--- config.mk ---
export PLATFORM = sky130hd
export DESIGN_NAME = pipe_fetch_unit_flat
export DESIGN_NICKNAME = d
export VERILOG_FILES = /design/src/rtl/pipe_fetch_unit_if.sv /design/src/rtl/pipe_fetch_unit.sv /design/src/flat_wrapper.sv
export SDC_FILE = /design/constraint.sdc
export NUM_CORES = 1
export LEC_CHECK = 0
export ABC_AREA = 1
export ABC_CLOCK_PERIOD_IN_PS = 14260
export CORE_MARGIN = 3
export CORE_UTILIZATION = 30
export DETAILED_ROUTE_END_ITERATION = 8
export DONT_BUFFER_PORTS = 1
export PLACE_DENSITY = 0.54
export SLEW_MARGIN = 10
export SYNTH_ARGS = -nofsm -noshare
export SYNTH_HDL_FRONTEND = slang
export SYNTH_SLANG_ARGS = --single-unit
--- constraint.sdc ---
create_clock -name clk -period 14.26 [get_ports clk]
set_clock_uncertainty 0.2 [all_clocks]
set_input_delay 1.426 -clock clk [delete_from_list [all_inputs] [get_ports clk]]
set_output_delay 1.426 -clock clk [all_outputs]
set_load 0.01 [all_outputs]
--- src/rtl/pipe_fetch_unit_if.sv ---
`timescale 1ns/1ps
// pipe_fetch_unit_if
//   Bundles every non-clock signal of the IF stage: the hazard/ID control
//   inputs, the instruction-memory request/response channel and the IF/ID
//   pipeline register outputs.
//   master : the fetch unit (drives imem_req/imem_addr and ifid_*)
//   slave  : the surroundings (hazard unit, ID stage, instruction memory)
interface pipe_fetch_unit_if;
  logic        stall;
  logic        redirect;
  logic [31:0] redirect_pc;
  logic        imem_req;
  logic [31:0] imem_addr;
  logic        imem_ready;
  logic        imem_rvalid;
  logic [31:0] imem_rdata;
  logic        ifid_valid;
  logic [31:0] ifid_instr;
  logic [31:0] ifid_pc;
  logic [31:0] ifid_pc4;

  modport master (
    input  stall, redirect, redirect_pc,
    input  imem_ready, imem_rvalid, imem_rdata,
    output imem_req, imem_addr,
    output ifid_valid, ifid_instr, ifid_pc, ifid_pc4
  );

  modport slave (
    output stall, redirect, redirect_pc,
    output imem_ready, imem_rvalid, imem_rdata,
    input  imem_req, imem_addr,
    input  ifid_valid, ifid_instr, ifid_pc, ifid_pc4
  );
endinterface

--- src/rtl/pipe_fetch_unit.sv ---
`timescale 1ns/1ps
// pipe_fetch_unit
//   IF stage of the 5-stage MIPS pipeline. Owns the PC, keeps at most one
//   instruction-memory request outstanding and fills the IF/ID register.
//   Honours stall from the hazard unit and branch/jump redirects from ID so
//   that no instruction is ever lost or duplicated.
// Ports
//   clk   : single clock, all state changes on the rising edge
//   reset : asynchronous, active-high
//   bus   : pipe_fetch_unit_if.master
//           stall / redirect / redirect_pc         control from hazard unit and ID
//           imem_req / imem_addr / imem_ready      request channel
//           imem_rvalid / imem_rdata               response channel
//           ifid_valid / ifid_instr / ifid_pc(4)   IF/ID pipeline register
module pipe_fetch_unit #(
  parameter logic [31:0] RESET_PC  = 32'h0000_0000,
  parameter logic [31:0] NOP_INSTR = 32'h0000_0000
) (
  input logic               clk,
  input logic               reset,
  pipe_fetch_unit_if.master bus
);

  // FETCH: may issue a request. WAIT: request accepted, awaiting response.
  // HOLD: response parked in the buffer because ID is stalled.
  // DROP: a squashed request is still in flight; swallow its response.
  typedef enum logic [1:0] {
    ST_FETCH = 2'd0,
    ST_WAIT  = 2'd1,
    ST_HOLD  = 2'd2,
    ST_DROP  = 2'd3
  } fetchState_t;

  fetchState_t r_state;
  fetchState_t w_nextState;

  logic [31:0] r_pc;
  logic        r_bufValid;
  logic [31:0] r_bufInstr;
  logic        r_ifidValid;
  logic [31:0] r_ifidInstr;
  logic [31:0] r_ifidPc;
  logic [31:0] r_ifidPc4;

  logic        w_req;
  logic        w_load;
  logic        w_capture;
  logic        w_release;
  logic [31:0] w_loadInstr;
  logic [31:0] w_pcPlus4;
  logic [31:0] w_redirectPc;

  // The PC always points at the word being fetched (or parked), so it only
  // advances when that word actually lands in IF/ID. Redirect targets are
  // forced word-aligned by masking the two low bits.
  assign w_pcPlus4    = r_pc + 32'd4;
  assign w_redirectPc = bus.redirect_pc & ~32'd3;
  assign w_req        = (r_state == ST_FETCH) && !bus.redirect && !reset;

  assign bus.imem_req   = w_req;
  assign bus.imem_addr  = r_pc;
  assign bus.ifid_valid = r_ifidValid;
  assign bus.ifid_instr = r_ifidInstr;
  assign bus.ifid_pc    = r_ifidPc;
  assign bus.ifid_pc4   = r_ifidPc4;

  // State register.
  always_ff @(posedge clk or posedge reset) begin
    if (reset) begin
      r_state <= ST_FETCH;
    end else begin
      r_state <= w_nextState;
    end
  end

  // Next-state and datapath control. A redirect overrides everything else,
  // including a response arriving in the same cycle; a request that is still
  // in flight when the redirect hits is remembered by moving to DROP.
  // A response that arrives while ID is stalled on a valid instruction is
  // parked in the buffer instead of overwriting IF/ID.
  always_comb begin
    w_nextState = r_state;
    w_load      = 1'b0;
    w_capture   = 1'b0;
    w_release   = 1'b0;
    w_loadInstr = bus.imem_rdata;
    if (bus.redirect) begin
      case (r_state)
        ST_WAIT, ST_DROP: w_nextState = bus.imem_rvalid ? ST_FETCH : ST_DROP;
        default:          w_nextState = ST_FETCH;
      endcase
    end else begin
      case (r_state)
        ST_FETCH: begin
          if (w_req && bus.imem_ready) begin
            w_nextState = ST_WAIT;
          end
        end
        ST_WAIT: begin
          if (bus.imem_rvalid) begin
            if (bus.stall && r_ifidValid) begin
              w_capture   = 1'b1;
              w_nextState = ST_HOLD;
            end else begin
              w_load      = 1'b1;
              w_nextState = ST_FETCH;
            end
          end
        end
        ST_HOLD: begin
          if (!bus.stall) begin
            w_release   = 1'b1;
            w_load      = r_bufValid;
            w_loadInstr = r_bufInstr;
            w_nextState = ST_FETCH;
          end
        end
        ST_DROP: begin
          if (bus.imem_rvalid) begin
            w_nextState = ST_FETCH;
          end
        end
        default: w_nextState = ST_FETCH;
      endcase
    end
  end

  // PC, buffer and IF/ID register. Without a new instruction, a stalled ID
  // keeps IF/ID untouched while a running ID receives a bubble; the bubble
  // keeps the old pc/pc4 so only valid and instr change.
  always_ff @(posedge clk or posedge reset) begin
    if (reset) begin
      r_pc        <= RESET_PC;
      r_bufValid  <= 1'b0;
      r_bufInstr  <= NOP_INSTR;
      r_ifidValid <= 1'b0;
      r_ifidInstr <= NOP_INSTR;
      r_ifidPc    <= 32'h0;
      r_ifidPc4   <= 32'h0;
    end else if (bus.redirect) begin
      r_pc        <= w_redirectPc;
      r_bufValid  <= 1'b0;
      r_ifidValid <= 1'b0;
      r_ifidInstr <= NOP_INSTR;
    end else begin
      if (w_capture) begin
        r_bufValid <= 1'b1;
        r_bufInstr <= bus.imem_rdata;
      end else if (w_release) begin
        r_bufValid <= 1'b0;
      end
      if (w_load) begin
        r_pc        <= w_pcPlus4;
        r_ifidValid <= 1'b1;
        r_ifidInstr <= w_loadInstr;
        r_ifidPc    <= r_pc;
        r_ifidPc4   <= w_pcPlus4;
      end else if (!bus.stall) begin
        r_ifidValid <= 1'b0;
        r_ifidInstr <= NOP_INSTR;
      end
    end
  end

endmodule
--- src/flat_wrapper.sv ---
// flat-port wrapper written by rule: the top's interface ports become plain ports
module pipe_fetch_unit_flat 
#(
  parameter logic [31:0] RESET_PC  = 32'h0000_0000,
  parameter logic [31:0] NOP_INSTR = 32'h0000_0000
)
  (clk, reset, bus_stall, bus_redirect, bus_redirect_pc, bus_imem_ready, bus_imem_rvalid, bus_imem_rdata, bus_imem_req, bus_imem_addr, bus_ifid_valid, bus_ifid_instr, bus_ifid_pc, bus_ifid_pc4);
  pipe_fetch_unit_if bus_i ();
  input logic clk;
  input logic reset;
  input wire logic [$bits(bus_i.stall)-1:0] bus_stall;
  input wire logic [$bits(bus_i.redirect)-1:0] bus_redirect;
  input wire logic [$bits(bus_i.redirect_pc)-1:0] bus_redirect_pc;
  input wire logic [$bits(bus_i.imem_ready)-1:0] bus_imem_ready;
  input wire logic [$bits(bus_i.imem_rvalid)-1:0] bus_imem_rvalid;
  input wire logic [$bits(bus_i.imem_rdata)-1:0] bus_imem_rdata;
  output wire logic [$bits(bus_i.imem_req)-1:0] bus_imem_req;
  output wire logic [$bits(bus_i.imem_addr)-1:0] bus_imem_addr;
  output wire logic [$bits(bus_i.ifid_valid)-1:0] bus_ifid_valid;
  output wire logic [$bits(bus_i.ifid_instr)-1:0] bus_ifid_instr;
  output wire logic [$bits(bus_i.ifid_pc)-1:0] bus_ifid_pc;
  output wire logic [$bits(bus_i.ifid_pc4)-1:0] bus_ifid_pc4;
  assign bus_i.stall = bus_stall;
  assign bus_i.redirect = bus_redirect;
  assign bus_i.redirect_pc = bus_redirect_pc;
  assign bus_i.imem_ready = bus_imem_ready;
  assign bus_i.imem_rvalid = bus_imem_rvalid;
  assign bus_i.imem_rdata = bus_imem_rdata;
  assign bus_imem_req = bus_i.imem_req;
  assign bus_imem_addr = bus_i.imem_addr;
  assign bus_ifid_valid = bus_i.ifid_valid;
  assign bus_ifid_instr = bus_i.ifid_instr;
  assign bus_ifid_pc = bus_i.ifid_pc;
  assign bus_ifid_pc4 = bus_i.ifid_pc4;
  pipe_fetch_unit #(.RESET_PC(RESET_PC), .NOP_INSTR(NOP_INSTR)) u_core (.clk(clk), .reset(reset), .bus(bus_i));
endmodule
======== Yosys cells after proc, flatten, opt, wreduce, memory -nomap -nowiden ========
Cells that the tools add are included.
storage, ports and cells
  register bits after elaboration ......... 164
  input port bits ......................... 70
  output and inout port bits .............. 130
  logic and storage cells ................. 65
cells by class
  add/subtract/negate cells ............... 1
  equal/unequal tests ..................... 8
  muxes and demuxes ....................... 34
  bitwise operators ....................... 1
  reductions and logical operators ........ 13
operators by type and width
  cell                     count
  $mux W32                 7
  $add A32 B3 Y32 const B  1
  $mux W1                  17
  $mux W2                  8
  $ne A3 B3 Y1 const B     4
  $pmux W2 S4              1
  $eq A2 B2 Y1 const B     2
  $logic_and A1 B1 Y1      4
  $reduce_and A2 Y1        2
  $reduce_and A4 Y1        1
  $ne A3 B1 Y1 const B     1
  $reduce_bool A3 Y1       1
  $eq A2 B1 Y1 const B     1
  $logic_not A1 Y1         2
  $logic_not A2 Y1         1
  $pmux W1 S2              1
  $reduce_bool A2 Y1       1
  $reduce_or A2 Y1         1
  $not A1 Y1               1

======== Longest topological paths before layout ========
  depth after elaboration ................. 7
  mapped depth ............................ 11
  gate-level depth less buffers ........... 10

======== Worst setup path after synthesis ========
No wires, ideal clock.
  path kind ............................... input to register
  from .................................... input port reset
  to ...................................... register u_core.r_state[1]
  setup time .............................. 128 ps
  data arrival time ....................... 5,190 ps
  data required time ...................... 13,932 ps
  slack ................................... 8,743 ps
  cell stages on the path ................. 6
  buffers on the path ..................... 0
  path through ............................ inv_1 nand2_1 nand2_1 a21oi_1 nand2_1 o21ai_0
on the way
  longest elaborated chain between the ends .. 5
RTL lines
  element                             line                   text
  start, declared                     flat_wrapper.sv:10     input logic reset;
  $logic_not A1 Y1                    pipe_fetch_unit.sv:58  assign w_req = (r_state == ST_FETCH) && !bus.redirect && !reset;
  $logic_and A1 B1 Y1                 pipe_fetch_unit.sv:58
  $logic_and A1 B1 Y1                 pipe_fetch_unit.sv:95  if (w_req && bus.imem_ready) begin
  $ne A3 B3 Y1 (no source line)       -
  $reduce_and A4 Y1 (no source line)  -
  end signal, assigned                pipe_fetch_unit.sv:72  r_state <= w_nextState;
  end, declared                       pipe_fetch_unit.sv:34  fetchState_t r_state;
Every way passes these cells.
A chain may end at the register's enable or synchronous reset.

======== Worst setup path after layout ========
  from .................................... input port bus_redirect
  to ...................................... output port bus_imem_req
on the way
  longest elaborated chain between the ends .. 3
RTL lines
  element                           line                   text
  start, declared                   flat_wrapper.sv:12     input wire logic [$bits(bus_i.redirect)-1:0] bus_redirect;
  $logic_not A1 Y1                  pipe_fetch_unit.sv:58
  $logic_and A1 B1 Y1 (2 in a row)  pipe_fetch_unit.sv:58
  end, declared                     flat_wrapper.sv:17     output wire logic [$bits(bus_i.imem_req)-1:0] bus_imem_req;
Every way passes these cells.

==> flow_metrics.py <==
metrics = {
    "sta": {
        "slew_headroom_pct": 39.6,
        "layout_min_cycle_time_ns": 3.33,
        "setup_viol": 0,
        "drv_slew": 0,
        "fin_tns_setup_ns": 0,
        "tightest_slew_ns": 0.906,
        "max_freq_mhz": 300,
        "finalCritPeriodShare_pct": 23.3,
        "rsz0062_at_grt": "false",
        "worst_hold_slack_ns": 0.287,
        "hold_viol": 0,
    },
    "worst_setup_path": {
        "startpoint": "bus_redirect",
        "worstPathMaxFanout": 37,
        "critPathRequiredTime_ns": 12.63,
        "arrival_ns": 1.70,
        "r2r_slack_ns": 11.28,
        "timing.rr.start": "u_core.r_state[0]",
        "critPathKind": "in2out",
        "crit_family": "simple AND/OR/NAND/NOR gates",
        "path_cells": "inv_1 -> nand2_1 -> nor2_1",
        "r2r_cells": 9,
        "path_buf_inv": 1,
        "worst_setup_path_start_kind": "primary input",
        "slowest_delay_ns": 0.18,
        "cp-endpoint": "bus_imem_req",
        "cp_slowest_cell": "nor2_1",
        "cp-end-kind": "output pin",
        "cp.depth": 3,
        "regToRegEndpoint": "u_core.bus.imem_addr[9]",
    },
    "pwr": {
        "p_leak_nw": 4.44,
        "pwr-share-comb_pct": 13.6,
        "power_density_nw_per_um2": 161,
        "internal_power_w": 0.000860,
        "power.share.switching_pct": 35.8,
        "ir_worst_vdd_mv": 0.0638,
        "clkPwrFrac_pct": 33.8,
        "power_frac_seq_pct": 52.6,
        "power_switching_w": 0.000480,
    },
    "clock_tree": {
        "clkLatencyLatePin_ns": 0.43,
        "cts.clk_slew.worst_paths_ns": 0.08,
        "cts_root_buf": "clkbuf_16",
        "cts_max_level": 4,
        "postCtsSetupRepairBufs": 0,
        "cts_made_buffers": 17,
        "tritoncts": "built",
        "cts_hold_buf": 0,
        "cts_buffer_depth": 2,
        "ctsResizeCount": 0,
        "clock-sinks": 158,
    },
    "floorplanning": {
        "die_y_um": 164,
        "dieArea_um2": 27000,
        "ioPinCount": 200,
        "die_w_um": 164,
        "core_area_um2": 24500,
        "start_util_pct": 30.7,
        "rows": 57,
    },
    "routing": {
        "first_pass_iters": 7,
        "routedWlPerCell_um": 15.9,
        "drc": 0,
        "drtIter0Drc": 354,
        "num_vias": 5972,
        "antenna_left": 0,
        "viasPerCell": 4.57,
        "drt_wl_total_um": 20800,
    },
    "finish": {
        "finalInstanceArea_um2": 8310,
        "final_core_util_pct": 34.0,
        "nets": 1047,
        "diodes": 0,
        "final_common_cell": "nand2_1",
        "drive_gt1_share_pct": 5.28,
        "area_growth_pct": 10.5,
        "mostFrequentLayoutCells": "nand2_1 (454), dfrtp_1 (158), inv_1 (93), o21ai_0 (84), nand3_1 (59)",
        "stdcell_count": 1308,
    },
    "outcome": {
        "status": "complete, no violations",
    },
    "grt": {
        "antenna_found_initial": 0,
        "grt_first_pass_wirelength_um": 33000,
        "grt_max_degree": 92,
        "grt_pass1_vias": 5844,
        "track_usage_pct": 15.6,
        "overflow": 0,
    },
    "logic_synthesis": {
        "yosysWarnings": 0,
        "synth_seq_cells": 158,
        "netlist_area_um2": 7520,
        "ys_types": 24,
        "synthCells": 987,
        "ys_seq_area_share_pct": 52.6,
        "synth.avg_cell_area_um2": 7.62,
    },
    "hold_path": {
        "hold_path_class": "reg2reg",
    },
    "placement": {
        "io_buffers": 0,
        "postPlaceCellArea_um2": 7720,
        "dp_hpwl_um": 14300,
        "dp.cells": 1276,
        "gp_congestion": 0.825,
    },
    "run": {
        "max_cap_violations": 0,
    },
}
## how the worst min path moves through the flow
stage | start | endpoint | slack [ns] | cells after the start
final | u_core.r_bufInstr[18] | u_core.r_bufInstr[18] | 0.29 | 2
after global routing | u_core.r_bufInstr[21] | u_core.r_bufInstr[21] | 0.31 | 2
after CTS | u_core.r_bufInstr[6] | u_core.r_bufInstr[6] | 0.29 | 2
after detailed placement | u_core.r_bufInstr[15] | u_core.r_bufInstr[15] | 0.27 | 2
after global placement | u_core.r_bufInstr[25] | u_core.r_bufInstr[25] | 0.27 | 2
after floorplan | u_core.r_bufInstr[0] | u_core.r_bufInstr[0] | 0.25 | 2
## worst register-to-register path: cells and delay by family, from the launching register on
kind                       cells  cell delay (ns)
DFF                            1             0.42
and+or+nand+nor                4             0.70
buffers and inverters          2             0.82
AOI/OAI and AO/OA              2             0.55
adders and majority gates      1             0.22
## Yosys cell counts
cell type    n  share of area [%]
nand3_1     59                3.9
buf_4       10                1.0
nor2_2       5               0.42
nand2_1    454                 23
buf_2       21                1.4
nand2_2      1              0.083
o21ai_0     84                5.6
o21ai_2      1               0.12
o31ai_1      1               0.10
o21a_1       1               0.10
nand4_1      3               0.25
dfrtp_1    158                 53
ha_1         6                1.0
inv_2        2               0.10
nor2_4       1               0.15
xor2_1       9                1.0
nor2_1      49                2.4
a21oi_1      7               0.47
nand2_4      2               0.30
buf_6        5               0.75
inv_1       94                4.7
xnor2_1      2               0.23
conb_1       1              0.050
clkbuf_1    11               0.55
## metal layers
| metal | vias up | global-route usage [%] | wire length [um] |
|---|---|---|---|
| met5 | - | 0 | 0 |
| met4 | 0 | 3.54 | 217 |
| met1 | 2805 | 20.7 | 9310 |
| li1 | 2986 | - | - |
| met3 | 14 | 5.27 | 1580 |
| met2 | 167 | 24.8 | 9650 |
## per-stage QoR
step,setup slack [ns],power [W]
2_1_floorplan,8.35,0.000829
3_3_place_gp,10.51,0.000898
3_5_place_dp,10.51,0.000904
4_1_cts,10.92,0.00136
5_1_grt,10.83,0.00143
6_report,10.93,0.00134
## flip-flops by register name, indices dropped and copies added (netlist names)
name	count
u_core.r_bufInstr	32
u_core.bus.ifid_valid	1
u_core.r_bufValid	1
u_core.bus.ifid_instr	32
u_core.bus.ifid_pc4	30
u_core.bus.ifid_pc	30
u_core.bus.imem_addr	30
u_core.r_state	2
## area by class of cell
class                   count  area (um^2)
clock buffers              18          439
clock inverters            14          145
multi-input cells         691         2950
well taps                 324          405
flip-flops and latches    158         3950
inverters                  96          365
repair buffers              7         52.6
fillers                  2600        16200
## power by group through the flow
stage               combinational [W]  clock, W  sequential [W]
floorplan                    0.000158         0        0.000670
global placement             0.000181         0        0.000717
detailed placement           0.000187         0        0.000718
CTS                          0.000186  0.000466        0.000711
global route                 0.000223  0.000488        0.000722
finish                       0.000182  0.000453        0.000705
## kinds of logic (layout without fill, tap and decap cells)
group,Yosys count,count (layout),share of synthesized area [%]
adders and majority gates,6,6,0.998
buffers and inverters,143,135,8.49
xor gates and xnor gates,11,11,1.28
DFF,158,158,52.6
AOI/OAI and AO/OA,94,94,6.37
and+or+nand+nor,574,574,30.2
other,1,6,0.0499
Note: power is estimated with default switching activity, not from simulation.
